## config.mk

```make
export PLATFORM = sky130hd
export DESIGN_NAME = mc_ctrl_fsm
export DESIGN_NICKNAME = d
export VERILOG_FILES = /design/src/rtl/mc_ctrl_fsm.sv
export SDC_FILE = /design/constraint.sdc
export NUM_CORES = 1
export LEC_CHECK = 0
export CORE_ASPECT_RATIO = 0.7
export CORE_MARGIN = 1
export CORE_UTILIZATION = 52
export CTS_BUF_LIST = sky130_fd_sc_hd__clkbuf_4
export CTS_CLUSTER_SIZE = 25
export DETAILED_ROUTE_END_ITERATION = 10
export HOLD_SLACK_MARGIN = 0.02
export PLACE_DENSITY = 0.95
export SYNTH_ARGS = -nofsm -noshare
export SYNTH_HDL_FRONTEND = slang
export SYNTH_SLANG_ARGS = --single-unit
```

## constraint.sdc

```tcl
create_clock -name clk -period 3.88 [get_ports clk]
set_input_delay 0.97 -clock clk [delete_from_list [all_inputs] [get_ports clk]]
set_output_delay 0.97 -clock clk [all_outputs]
set_load 0.05 [all_outputs]
```

## src/rtl/mc_ctrl_fsm.sv

```systemverilog
// -----------------------------------------------------------------------------
// mc_ctrl_fsm -- main control sequencer for the multi-cycle CPU datapath.
//
// Steps one instruction through fetch, decode, execute, memory and write-back.
// Each step is one state. The FSM drives every datapath select and write
// enable. It stalls memory states on mem_ready. It traps to ERR on an illegal
// opcode/funct, or when a memory state waits WAIT_LIMIT cycles without
// mem_ready.
//
// Ports:
//   clk, rst      system clock; synchronous active-high reset
//   opcode, funct IR[31:26] / IR[5:0]
//   zero          ALU zero flag (branch condition)
//   mem_ready     memory completes the current read/write this cycle
//   pc_en         PC write enable (branch condition folded in)
//   iord          memory address source: 0 PC, 1 ALUOut
//   mem_read/mem_write  memory requests
//   ir_write, reg_write register enables
//   reg_dst       00 rt, 01 rd, 10 r31
//   mem_to_reg    00 ALUOut, 01 MDR, 10 PC
//   alu_src_a     0 PC, 1 reg A
//   alu_src_b     00 reg B, 01 const 4, 10 signext imm, 11 signext imm<<2
//   alu_ctrl      000 and, 001 or, 010 add, 110 sub, 111 slt
//   pc_source     00 ALU result, 01 ALUOut, 10 jump target
//   state         current state code (debug)
//   err           00 none, 01 illegal instruction, 10 memory timeout
// -----------------------------------------------------------------------------
module mc_ctrl_fsm #(
  parameter int unsigned WAIT_LIMIT = 16
) (
  input  logic       clk,
  input  logic       rst,
  input  logic [5:0] opcode,
  input  logic [5:0] funct,
  input  logic       zero,
  input  logic       mem_ready,
  output logic       pc_en,
  output logic       iord,
  output logic       mem_read,
  output logic       mem_write,
  output logic       ir_write,
  output logic       reg_write,
  output logic [1:0] reg_dst,
  output logic [1:0] mem_to_reg,
  output logic       alu_src_a,
  output logic [1:0] alu_src_b,
  output logic [2:0] alu_ctrl,
  output logic [1:0] pc_source,
  output logic [3:0] state,
  output logic [1:0] err
);

  typedef enum logic [3:0] {
    S_IF  = 4'd0,  S_ID  = 4'd1,  S_MA  = 4'd2,  S_MRD = 4'd3,
    S_WBL = 4'd4,  S_MWR = 4'd5,  S_EXR = 4'd6,  S_WBR = 4'd7,
    S_BR  = 4'd8,  S_JMP = 4'd9,  S_JAL = 4'd10, S_EXI = 4'd11,
    S_WBI = 4'd12, S_ERR = 4'd13
  } state_t;

  localparam logic [5:0] OP_R    = 6'b000000;
  localparam logic [5:0] OP_LW   = 6'b100011;
  localparam logic [5:0] OP_SW   = 6'b101011;
  localparam logic [5:0] OP_BEQ  = 6'b000100;
  localparam logic [5:0] OP_BNE  = 6'b000101;
  localparam logic [5:0] OP_J    = 6'b000010;
  localparam logic [5:0] OP_JAL  = 6'b000011;
  localparam logic [5:0] OP_ADDI = 6'b001000;

  localparam logic [2:0] ALU_AND = 3'b000;
  localparam logic [2:0] ALU_OR  = 3'b001;
  localparam logic [2:0] ALU_ADD = 3'b010;
  localparam logic [2:0] ALU_SUB = 3'b110;
  localparam logic [2:0] ALU_SLT = 3'b111;

  localparam logic [1:0] ERR_NONE    = 2'b00;
  localparam logic [1:0] ERR_ILLEGAL = 2'b01;
  localparam logic [1:0] ERR_TIMEOUT = 2'b10;

  // The wait counter holds the number of wait cycles already spent. A timeout
  // fires on the cycle that would bring it up to WAIT_LIMIT.
  localparam logic [7:0] LIMIT_M1 = 8'(WAIT_LIMIT - 1);

  state_t     state_q, state_d;
  logic [7:0] wait_cnt;
  logic [1:0] err_d;
  logic       is_sw, is_bne;
  logic       mem_state, timeout;
  logic       funct_ok;
  logic [2:0] funct_alu;

  assign state = state_q;

  // funct decode for R-type instructions.
  always_comb begin
    funct_ok  = 1'b1;
    funct_alu = ALU_ADD;
    case (funct)
      6'b100000: funct_alu = ALU_ADD;
      6'b100010: funct_alu = ALU_SUB;
      6'b100100: funct_alu = ALU_AND;
      6'b100101: funct_alu = ALU_OR;
      6'b101010: funct_alu = ALU_SLT;
      default:   funct_ok  = 1'b0;
    endcase
  end

  assign mem_state = (state_q == S_IF) || (state_q == S_MRD) || (state_q == S_MWR);
  assign timeout   = mem_state && !mem_ready && (wait_cnt == LIMIT_M1);

  // Next state and error code.
  always_comb begin
    // NOTE: every always_comb target gets a default first, so no path can
    // leave it unassigned and infer a latch.
    state_d = state_q;
    err_d   = err;
    case (state_q)
      S_IF: begin
        if (mem_ready)    state_d = S_ID;
        else if (timeout) begin state_d = S_ERR; err_d = ERR_TIMEOUT; end
      end
      S_ID: begin
        case (opcode)
          OP_LW, OP_SW:   state_d = S_MA;
          OP_BEQ, OP_BNE: state_d = S_BR;
          OP_J:           state_d = S_JMP;
          OP_JAL:         state_d = S_JAL;
          OP_ADDI:        state_d = S_EXI;
          OP_R: begin
            if (funct_ok) state_d = S_EXR;
            else begin state_d = S_ERR; err_d = ERR_ILLEGAL; end
          end
          default: begin state_d = S_ERR; err_d = ERR_ILLEGAL; end
        endcase
      end
      S_MA:  state_d = is_sw ? S_MWR : S_MRD;
      S_MRD: begin
        if (mem_ready)    state_d = S_WBL;
        else if (timeout) begin state_d = S_ERR; err_d = ERR_TIMEOUT; end
      end
      S_MWR: begin
        if (mem_ready)    state_d = S_IF;
        else if (timeout) begin state_d = S_ERR; err_d = ERR_TIMEOUT; end
      end
      S_EXR: state_d = S_WBR;
      S_EXI: state_d = S_WBI;
      S_WBL, S_WBR, S_WBI, S_BR, S_JMP, S_JAL: state_d = S_IF;
      S_ERR: state_d = S_ERR;
      default: state_d = S_IF;
    endcase
  end

  // Moore outputs from state. pc_en and ir_write in IF and pc_en in BR
  // also look at mem_ready/zero in the same cycle. Reset forces all to 0.
  always_comb begin
    pc_en      = 1'b0;
    iord       = 1'b0;
    mem_read   = 1'b0;
    mem_write  = 1'b0;
    ir_write   = 1'b0;
    reg_write  = 1'b0;
    reg_dst    = 2'b00;
    mem_to_reg = 2'b00;
    alu_src_a  = 1'b0;
    alu_src_b  = 2'b00;
    alu_ctrl   = ALU_AND;
    pc_source  = 2'b00;
    if (!rst) begin
      case (state_q)
        S_IF: begin
          mem_read  = 1'b1;
          alu_src_b = 2'b01;
          alu_ctrl  = ALU_ADD;
          ir_write  = mem_ready;
          pc_en     = mem_ready;
        end
        S_ID: begin
          alu_src_b = 2'b11;
          alu_ctrl  = ALU_ADD;
        end
        S_MA: begin
          alu_src_a = 1'b1;
          alu_src_b = 2'b10;
          alu_ctrl  = ALU_ADD;
        end
        S_MRD: begin
          mem_read = 1'b1;
          iord     = 1'b1;
        end
        S_WBL: begin
          reg_write  = 1'b1;
          mem_to_reg = 2'b01;
        end
        S_MWR: begin
          mem_write = 1'b1;
          iord      = 1'b1;
        end
        S_EXR: begin
          alu_src_a = 1'b1;
          alu_ctrl  = funct_alu;
        end
        S_WBR: begin
          reg_write = 1'b1;
          reg_dst   = 2'b01;
          alu_ctrl  = funct_alu;
        end
        S_BR: begin
          alu_src_a = 1'b1;
          alu_ctrl  = ALU_SUB;
          pc_source = 2'b01;
          pc_en     = is_bne ? ~zero : zero;
        end
        S_JMP: begin
          pc_source = 2'b10;
          pc_en     = 1'b1;
        end
        S_JAL: begin
          pc_source  = 2'b10;
          pc_en      = 1'b1;
          reg_write  = 1'b1;
          reg_dst    = 2'b10;
          mem_to_reg = 2'b10;
        end
        S_EXI: begin
          alu_src_a = 1'b1;
          alu_src_b = 2'b10;
          alu_ctrl  = ALU_ADD;
        end
        S_WBI: reg_write = 1'b1;
        default: ;
      endcase
    end
  end

  // State, error, wait counter and decode flags. The opcode is only valid in
  // ID, so the lw/sw and beq/bne choices are latched there for MA and BR.
  always_ff @(posedge clk) begin
    // NOTE: sequential state uses non-blocking assignments only, so every
    // register samples pre-edge values regardless of statement order.
    if (rst) begin
      state_q  <= S_IF;
      wait_cnt <= 8'd0;
      err      <= ERR_NONE;
      is_sw    <= 1'b0;
      is_bne   <= 1'b0;
    end else begin
      state_q <= state_d;
      err     <= err_d;
      if (state_q == S_ID) begin
        is_sw  <= (opcode == OP_SW);
        is_bne <= (opcode == OP_BNE);
      end
      if ((state_d != state_q) || mem_ready || !mem_state) wait_cnt <= 8'd0;
      else                                                 wait_cnt <= wait_cnt + 8'd1;
    end
  end

endmodule
```

Word-level counts from Yosys, hierarchy flattened
Index checks and enable logic that the tools add are counted.

cells by class
  $add $sub $neg = 1
  equality and inequality tests = 31
  muxes and demuxes = 40
  bitwise operators = 1
  reduce and logical (&&, ||, !) cells = 26

operator list
  kind                 number
  $eq 6x6->1 const B   7
  $pmux 4 s8           1
  $eq 4x4->1 const B   6
  $pmux 4 s6           1
  $mux 4               5
  $pmux 2 s2           5
  $eq 4x3->1 const B   4
  $reduce_or 2->1      8
  $mux 1               15
  $mux 2               7
  $eq 6x2->1 const B   2
  $eq 6x3->1 const B   2
  $pmux 3 s4           1
  $reduce_or 4->1      3
  $pmux 3 s3           1
  $add 8x1->8 const B  1
  $eq 4x2->1 const B   2
  $eq 8x4->1 const B   1
  $reduce_or 7->1      1
  $eq 6x4->1 const B   1
  $logic_not 6->1      1
  $mux 3               2
  $pmux 2 s3           1
  $reduce_and 5->1     1
  other kinds (14)     20

storage, ports and cells
  register bits after elaboration = 16
  output and inout bits = 24
  logic and storage cells = 104

Logic depth before layout (Yosys ltp)
  depth in word-level cells = 12
  gate-level depth with buffers = 7

Least setup slack after synthesis
No wires, ideal clock.

  path type = reg-to-output
  start = register state_q[3], in the netlist state[3]
  end = output port pc_en
  arrival = 3302 ps
  slack = -392 ps
  cell stages (with the launch flop) = 5
  path buffers = 1
  cells stage by stage = dfxtp_1 > clkbuf_1 > nand2_1 > nor4_1 > a32o_1

between the ends
  word-level cells in the longest chain between the ends = 4
  elaborated cells on any way between the ends = 7
  those cells by class = eq/ne (3); mux (2); reduce/logical (2)

ends and longest elaborated chain
  item                       line  source
  start, declared            83    state_t state_q, state_d;
  start signal, assigned     246   state_q <= state_d;
  $eq 4x4->1                 168   case (state_q)
  $reduce_or 2->1 (no line)  n/a
  $pmux 1 s3 *               168
  $mux 1 *                   167   if (!rst) begin
  end, declared              37    output logic pc_en,

Every way passes the cells marked *; elsewhere a longest branch is shown, timed or not.

Final worst setup path
  start = input port rst
  end = output port alu_ctrl[2]

between the ends
  word-level cells in the longest chain between the ends = 1

ends and longest elaborated chain
  item             line  source
  start, declared  32    input logic rst,
  $mux 3           167
  end, declared    47    output logic [2:0] alu_ctrl,

Every way passes these cells.

==> qor.txt <==
DRC viols: 0
setup violators final: 0
worst reg2reg path endpoint: state[3]
number of global-route vias before repair: 1,392
first-pass GRT wire length: 6410 um
DRT Pass-1 Iters: 5
I/O pin count: 40
Post-Syn Area: 0.00130 mm^2
syn nets: 204
r2r setup slk: 1.50 ns
startpoint type of the worst setup path: input pin
Starting DRT DRC Count: 187
Final Slew Violations: 0
GRT Overall Usage: 32.4%
CTS Buffer Depth: 2
CTS tree: built
crit path time final: 3.48 ns
Die Y-Extent: 43.9 um
Detail Route Antenna Nets: 0
reg2reg path depth: 5
placed cell areas: 0.00184 mm^2
die width: 61.8 um
Hold-fix buffers, CTS: 0
worst reg2reg startpoint: state[0]
CTS sink count: 16
post-CTS sizing: 0
largest net degree at the start of global routing: 25
critical path class: input pin to primary output
design area: 0.00187 mm^2
H-Tree Depth: 1
post-synth top area share: 24.6%
Worst-path clk slew: 0.09 ns
Final Hold Vio Count: 0
Gate Count Post-Synth: 187
most frequent cells after synthesis: nor2_1, dfxtp_1, a21oi_1
crit-path max FO: 10
arrival time worst endpoint: 2.51 ns
Avg Cell Area, Syn: 6.96 um^2
Critical Path RT: 2.91 ns
Initial Utilization: 57.6%
vias after detailed routing: 1,602
EDFF count, synth: 0
run status: complete, no violations
RSZ-0062 raised after global routing: false
Leak: 0.659 nW
CP max stage delay: 0.67 ns
CP endpoint kind: primary output
initial antenna violation count: 0
CTS root buffer: clkbuf_4
Seq/Total Area, Yosys: 24.6%
Achievable Freq: 287 MHz
total CTS buffers: 3
cell row count: 14
WL per Instance: 16.2 um
synth-to-layout area growth: 43.7%
maxcap violations: 0
worst setup path endpoint: alu_ctrl[2]
period utilization: 89.7%
largest cells by area after synthesis: dfxtp_1, nor2_1, a21oi_1, nand2_1, xnor2_1
RD Place Congestion: 0.915
core area: 0.00226 mm^2
crit path launch: rst
Yosys warnings: 0
cell accounting for the most synthesized area: dfxtp_1
DIE AREA: 0.00271 mm^2
Least-Margin Pin Slew: 0.828 ns
Vias/cell: 6.43
final wirelength: 4040 um
Max IR drop VDD: 252 uV
synth unique cells: 45
Post-CTS Setup Inserts: 0
Clock Skews: 0.0116 ns
Worst-Skew Late Latency: 0.30 ns
HPWL after DPL: 3040 um
#FFs+latches synth: 16
GRT overflow: 0
Antenna diodes: 0
most common cell in the netlist: nor2_1
pwr dens: 332 mW/mm^2
ys async rst share: 0%
Final #Nets: 235
Cell Chain, Critical Path: clkdlybuf4s50_1 -> nor2_1 -> nand4_1 -> nor2b_1 -> or2_2 -> buf_12
share of cells above drive strength 1: 13.8%
Port Buffer Count: 39
normalized max-slew margin: 44.8%
predominant post-synthesis flop cell: dfxtp_1
Hold Crit Class: flop to flop
Crit-path slowest cell: clkdlybuf4s50_1
Setup TNS: 0 ns
==> layout make-up <==
cell class,instances,area (um^2)
clock inverter,1,3.75
tap,32,40.0
sequential,16,320
clock buffer,3,22.5
timing repair buffer,41,561
fill,131,390
multi-input combinational,150,900
inverter,6,22.5
==> how the worst min path moves through the flow <==
stage                      startpoint     endpoint  slack [ns]  depth (start not counted)
after global routing      wait_cnt[0]  wait_cnt[0]        0.50                          1
final                     wait_cnt[0]  wait_cnt[0]        0.46                          1
after detailed placement  wait_cnt[0]  wait_cnt[0]        0.45                          1
after global placement    wait_cnt[0]  wait_cnt[0]        0.43                          1
after floorplan           wait_cnt[0]  wait_cnt[0]        0.42                          1
after CTS                 wait_cnt[0]  wait_cnt[0]        0.47                          1
==> kinds of logic after synthesis <==
kind of cell    count (synthesis)  share of synthesized area [%]
xor+xnor                       11                           7.40
mux                             1                          0.769
simple gates                   94                           38.3
buf+inv                        21                           6.73
flops                          16                           24.6
compound gates                 43                           21.3
fa+ha+maj                       1                          0.961
==> critical path, delay by kind of cell <==
family	cells	cell delay, ns
buffers and inverters	2	0.83
and+or+nand+nor	4	0.70
==> through the flow <==
step | util, % | setup WS, ns | cells | power [W] | hold slack [ns]
6_report | 82.7 | 0.399 | 249 | 0.000621 | 0.464
5_1_grt | 82.7 | 0.310 | 249 | 0.000648 | 0.496
4_1_cts | 82.7 | 0.418 | 249 | 0.000615 | 0.466
3_5_place_dp | 81.6 | 0.428 | 245 | 0.000523 | 0.446
3_3_place_gp | 81.6 | 0.464 | 245 | 0.000510 | 0.430
2_1_floorplan | - | 0.0116 | 187 | 0.000399 | 0.418
==> per-layer routing <==
metal  track usage (%)  vias to the layer above  part of all wire [%]
met2              50.8                      132                    47
met3              8.96                       23                   9.8
met1              42.1                      708                    40
met4              12.9                        0                   2.8
li1                  -                      739                     -
met5                 0                        -                     0
==> registers in the layout, indices dropped and copies added, names as in the netlist <==
| signal | cells |
|---|---|
| err | 2 |
| is_bne | 1 |
| is_sw | 1 |
| state | 4 |
| wait_cnt | 8 |
==> cell usage in the layout, fill, tap and decap left out, types with 5 or more instances in the layout <==
cell and n:
xnor2_1 6, dfxtp_1 16, nor2_1 25, xor2_1 5
nand3_1 9, o21ai_0 10, nand2b_1 5, inv_1 6
nor4_1 5, a21oi_1 15, clkdlybuf4s50_1 21, nand2_1 14
buf_12 16, nor3_1 10
==> power breakdown <==
group          internal (W)   total, W  switching (W)
Combinational      0.000129   0.000327       0.000197
Sequential         0.000174   0.000201      0.0000266
Clock             0.0000375  0.0000942      0.0000567
Total              0.000341   0.000621       0.000281
Power figures use the tool's default switching activity.
==> variant 1: new RTL, same settings <==
Register the output `err` once more, with the module's reset; this adds one clock of latency there. The other outputs are not delayed to match.
--- a/src/rtl/mc_ctrl_fsm.sv
+++ b/src/rtl/mc_ctrl_fsm.sv
@@ -80,6 +80,8 @@
   // fires on the cycle that would bring it up to WAIT_LIMIT.
   localparam logic [7:0] LIMIT_M1 = 8'(WAIT_LIMIT - 1);
 
+  logic [1:0] err_s0;
+
   state_t     state_q, state_d;
   logic [7:0] wait_cnt;
   logic [1:0] err_d;
@@ -112,7 +114,7 @@
     // NOTE: every always_comb target gets a default first, so no path can
     // leave it unassigned and infer a latch.
     state_d = state_q;
-    err_d   = err;
+    err_d   = err_s0;
     case (state_q)
       S_IF: begin
         if (mem_ready)    state_d = S_ID;
@@ -239,12 +241,12 @@
     if (rst) begin
       state_q  <= S_IF;
       wait_cnt <= 8'd0;
-      err      <= ERR_NONE;
+      err_s0   <= ERR_NONE;
       is_sw    <= 1'b0;
       is_bne   <= 1'b0;
     end else begin
       state_q <= state_d;
-      err     <= err_d;
+      err_s0  <= err_d;
       if (state_q == S_ID) begin
         is_sw  <= (opcode == OP_SW);
         is_bne <= (opcode == OP_BNE);
@@ -254,4 +256,12 @@
     end
   end
 
+  always_ff @(posedge clk) begin
+    if (rst) begin
+      err <= '0;
+    end else begin
+      err <= err_s0;
+    end
+  end
+
 endmodule
Formal check against the unedited RTL: not equivalent (Yosys sat finds a counterexample within 4 cycles, from zero or initial values and one cycle with rst high).
==> variant 1 against the unedited design <==
- design area grew 1.7%
- combinational power grew 18%
- die area shrank 0.75%
- setup slack lost 0.048 ns
- sequential cell count grew 2
- wire length shrank 0.47%
- highest routed layer unchanged
- total power grew 15%
- non-clock buffer count is the same
- largest power group unchanged
- critical path depth shrank 1
- area after synthesis shrank 0.77%
- sequential power grew 16%
- via count shrank 2.9%
==> variant 1: results (changes against the unedited design) <==
Parameter                              Value

Status
  Outcome ... complete, no violations (unchanged)

STA
  Relative slew margins ... 0.4756 (was 0.4475)
  Post-route clock skew ... 0.002777 ns (was 0.01157 ns)
  Crit path time final ... 3.530 ns (was 3.481 ns)
  Hold_ws ... 0.4728 ns (was 0.4641 ns)

Place
  RePlAce Congestion ... 0.9265 (was 0.9148)
  Worst slack after detailed placement ... 0.3655 ns (was 0.4283 ns)
  Placed wire-length estimate after detailed placement ... 3.034 mm (was 3.035 mm)
  Number of instances in the placed design ... 239 (was 245)
  Area of placed instances ... 0.001874 mm² (was 0.001843 mm²)

Yosys
  Distinct cells, synth ... 46 (was 45)
  Cell types occupying the most area after synthesis ... sky130_fd_sc_hd__dfxtp_1 28%, sky130_fd_sc_hd__nor2_1 8.1%, sky130_fd_sc_hd__nand3_1 4.7% (was sky130_fd_sc_hd__dfxtp_1 25%, sky130_fd_sc_hd__nor2_1 7.2%, sky130_fd_sc_hd__a21oi_1 5.8%)
  Leading cell types by count after synthesis ... 28 x sky130_fd_sc_hd__nor2_1, 18 x sky130_fd_sc_hd__dfxtp_1, 12 x sky130_fd_sc_hd__nand3_1 (was 25 x sky130_fd_sc_hd__nor2_1, 16 x sky130_fd_sc_hd__dfxtp_1, 15 x sky130_fd_sc_hd__a21oi_1)
  Sequential fraction of the synthesis area ... 0.2791 (was 0.2462)
  Average size of a mapped cell ... 7.254 µm² (was 6.959 µm²)
  Number of warnings reported in the yosys synthesis log ... 0 (unchanged)
  Syn Nets ... 195 (was 204)

Route
  Final wirelength ... 4.016 mm (was 4.035 mm)
  Total vias in the final route ... 1556 (was 1602)
  Routed met3 length ... 379 µm (was 395 µm)
  Wire length on met2 ... 1.851 mm (was 1.915 mm)
  First DRT Iteration DRCs ... 140 (was 187)

Global route
  Tot GR Track Use ... 0.3199 (was 0.3241)
  Vias in the first global route ... 1398 (was 1392)
  Met2 track demand over resource in global routing ... 0.5247 (was 0.5075)
  GRT met3 Usage ... 0.08358 (was 0.08955)
  First-pass GRT wire length ... 6.320 mm (was 6.410 mm)
  Pin count of the biggest net entering global routing ... 23 (was 25)

Power and ir drop
  Internal power ... 0.3977 mW (was 0.3408 mW)
  Peak VDD IR ... 0.0003727 V (was 0.0002524 V)
  Standby leakage power ... 0.6649 nW (was 0.6585 nW)

Setup path
  Critical path destination ... pc_en (was alu_ctrl[2])
  Register-to-register setup slack ... 1.45 ns (was 1.50 ns)
  Largest incremental delay on the critical path ... 0.64 ns (was 0.67 ns)

Clocking
  Post-CTS setup-driven buffer insertion count ... 0 (unchanged)

Layout
  Fraction of layout instances using a drive strength above 1 ... 0.1422 (was 0.1382)
  Number of nets in the final layout ... 229 (was 235)
variant 1: cell types whose count changed after synthesis, sizes merged, moves of 4 or more:
cell / delta
a21oi: -6
nand2: -5
o21ai: -4
nor2b: +4
variant 1: cells by family after synthesis:
group | after synthesis | synth area share
compound gates | 36 | 0.1938
xor+xnor | 9 | 0.06105
fa+ha+maj | 1 | 0.009688
buf+inv | 16 | 0.04942
flops | 18 | 0.2791
mux | 1 | 0.008720
simple gates | 97 | 0.3983
variant 1: power groups by stage:
stage | clock, mW | sequential [mW] | combinational (mW)
finish | 0.0958 | 0.233 | 0.387
CTS | 0.0942 | 0.230 | 0.382
floorplan | 0 | 0.241 | 0.217
detailed placement | 0 | 0.235 | 0.380
global placement | 0 | 0.232 | 0.365
global route | 0.102 | 0.236 | 0.404
variant 1: layout make-up:
type,instances,area (µm²)
fill,122,341.6
tap,32,40.04
inverter,4,15.01
multi-input combinational,144,873.3
clock buffer,3,22.52
clock inverter,1,3.754
sequential,18,360.3
timing repair buffer,41,585.6
==> variant 2: new RTL, same flow settings <==
Made on the original files. Set the parameter `WAIT_LIMIT` to 12 (it was 16).
--- a/src/rtl/mc_ctrl_fsm.sv
+++ b/src/rtl/mc_ctrl_fsm.sv
@@ -26,7 +26,7 @@
 //   err           00 none, 01 illegal instruction, 10 memory timeout
 // -----------------------------------------------------------------------------
 module mc_ctrl_fsm #(
-  parameter int unsigned WAIT_LIMIT = 16
+  parameter int unsigned WAIT_LIMIT = 12
 ) (
   input  logic       clk,
   input  logic       rst,
Check against the original RTL: same outputs for any inputs over 10 cycles, from zero or initial values and one cycle with rst high; that may be too few to reach the edited logic, so the function may still have changed.
==> variant 2 against the unedited design <==
- design area is 2.3% higher
- hold slack better by 0.0061 ns
- non-clock buffer count stayed put
- cell count is 0.40% lower
- setup slack worse by 0.087 ns
- area after synthesis is 1.4% higher
- wire length is 1.1% lower
- register-to-register slack better by 0.12 ns
- total power is 12% higher
- sequential cell count stayed put
- highest routed layer unchanged
==> variant 2: results (changes against the unedited design) <==
Parameter                              Value

Route
  Routed met3 length ... 396 µm (was 395 µm)
  Wl on met1 ... 1.647 mm (was 1.611 mm)
  Post-detailed-route wirelength per cell ... 16.09 µm (was 16.20 µm)
  First DRT Iteration DRCs ... 108 (was 187)
  Wire length on met2 ... 1.812 mm (was 1.915 mm)
  Via-to-Cell Ratio ... 6.250 (was 6.434)

Hold path
  Hold Path Depth ... 2 (was 1)
  Min-Delay Startpoint ... err[0] (was wait_cnt[0])

Yosys
  Synth Flop Type ... sky130_fd_sc_hd__dfxtp_1 (unchanged)
  Cell types occupying the most area after synthesis ... sky130_fd_sc_hd__dfxtp_1 24%, sky130_fd_sc_hd__nor2_1 6.8%, sky130_fd_sc_hd__a21oi_1 5.7% (was sky130_fd_sc_hd__dfxtp_1 25%, sky130_fd_sc_hd__nor2_1 7.2%, sky130_fd_sc_hd__a21oi_1 5.8%)
  Share of the synthesized netlist area taken by xor and xnor gates ... 0.06635 (was 0.07404)
  Synth Area in Compound Gates ... 0.2455 (was 0.2125)
  Mux share of post-synthesis cell area ... 0.007583 (was 0.007692)
  Share of the synthesized area in the top cell type ... 0.2427 (was 0.2462)
  Sequential fraction of the synthesis area ... 0.2427 (was 0.2462)
  Leading cell types by count after synthesis ... 24 x sky130_fd_sc_hd__nor2_1, 16 x sky130_fd_sc_hd__dfxtp_1, 15 x sky130_fd_sc_hd__a21oi_1, 15 x sky130_fd_sc_hd__nand2_1, 9 x sky130_fd_sc_hd__nand3_1 (was 25 x sky130_fd_sc_hd__nor2_1, 16 x sky130_fd_sc_hd__dfxtp_1, 15 x sky130_fd_sc_hd__a21oi_1)
  Syn Nets ... 201 (was 204)
  Distinct cells, synth ... 47 (was 45)

Global route
  Pin count of the biggest net entering global routing ... 23 (was 25)
  Global routing met1 resource utilization ... 0.3834 (was 0.4208)
  Met2 track demand over resource in global routing ... 0.5275 (was 0.5075)
  Tot GR Track Use ... 0.3103 (was 0.3241)
  Vias in the first global route ... 1411 (was 1392)
  GRT met3 Usage ... 0.08247 (was 0.08955)
  First-pass GRT wire length ... 6.665 mm (was 6.410 mm)

STA
  Slew at the pin closest to its max-slew limit ... 0.6875 ns (was 0.8276 ns)
  Post-route clock skew ... 0.004697 ns (was 0.01157 ns)

Setup path
  Startpoint of the lowest-slack register-to-register path ... state[1] (was state[0])
  Reg2reg path depth ... 6 (was 5)
  Register-to-register setup slack ... 1.62 ns (was 1.50 ns)
  Critical path destination ... alu_ctrl[0] (was alu_ctrl[2])
  Max FO, Critical Path ... 4 (was 10)

Power and ir drop
  Internal power ... 0.3712 mW (was 0.3408 mW)
  Peak VDD IR ... 0.0003036 V (was 0.0002524 V)
  Standby leakage power ... 0.6846 nW (was 0.6585 nW)

Status
  Outcome ... complete, no violations (unchanged)

Place
  Area of placed instances ... 0.001886 mm² (was 0.001843 mm²)
  RePlAce Congestion ... 0.9147 (was 0.9148)

Layout
  Final core utilization ... 0.8396 (was 0.8272)
  Number of nets in the final layout ... 234 (was 235)
-- variant 2: cell count changes in the layout (fill, tap and decap cells not counted), sizes merged, moves of 2 or more --
cell / unedited run / this run
nor2b: 4 / 7
nor4: 7 / 4
or4: 3 / 0
xnor2: 6 / 3
a221o: 0 / 2
a31oi: 3 / 1
and3: 4 / 6
nand2b: 5 / 3
nand4: 3 / 1
nor3: 10 / 8
nor3b: 2 / 4
o21ai: 10 / 8
xor2: 5 / 7
-- variant 2: critical path, stage by stage --
cell and delay, ns:
sky130_fd_sc_hd__clkdlybuf4s50_1 0.46, sky130_fd_sc_hd__nor2b_1 0.29, sky130_fd_sc_hd__and3_1 0.24, sky130_fd_sc_hd__nand2_1 0.07, sky130_fd_sc_hd__a211oi_1 0.38, sky130_fd_sc_hd__buf_12 0.19
-- variant 2: layout make-up --
| cell class | count | share of cell area |
|---|---|---|
| flip-flops and latches | 16 | 0.1675 |
| clock inverters | 1 | 0.001963 |
| multi-input cells | 148 | 0.4777 |
| inverters | 7 | 0.01374 |
| clock buffers | 3 | 0.01178 |
| well taps | 32 | 0.02094 |
| repair buffers | 41 | 0.3063 |
-- variant 2: through the flow --
stage,hold slack [ns],setup slack [ns],std cells
2_1_floorplan,0.4373,0.2420,184
3_3_place_gp,0.4462,0.4529,244
3_5_place_dp,0.4537,0.3320,244
4_1_cts,0.4708,0.3194,248
5_1_grt,0.4970,0.2100,248
6_report,0.4702,0.3114,248
-- variant 2: power groups by stage --
stage               clock network, mW  registers (mW)  logic [mW]
finish                         0.0946           0.221       0.381
global route                   0.0998           0.225       0.403
CTS                            0.0949           0.218       0.378
detailed placement                  0           0.222       0.376
global placement                    0           0.220       0.367
floorplan                           0           0.223       0.221
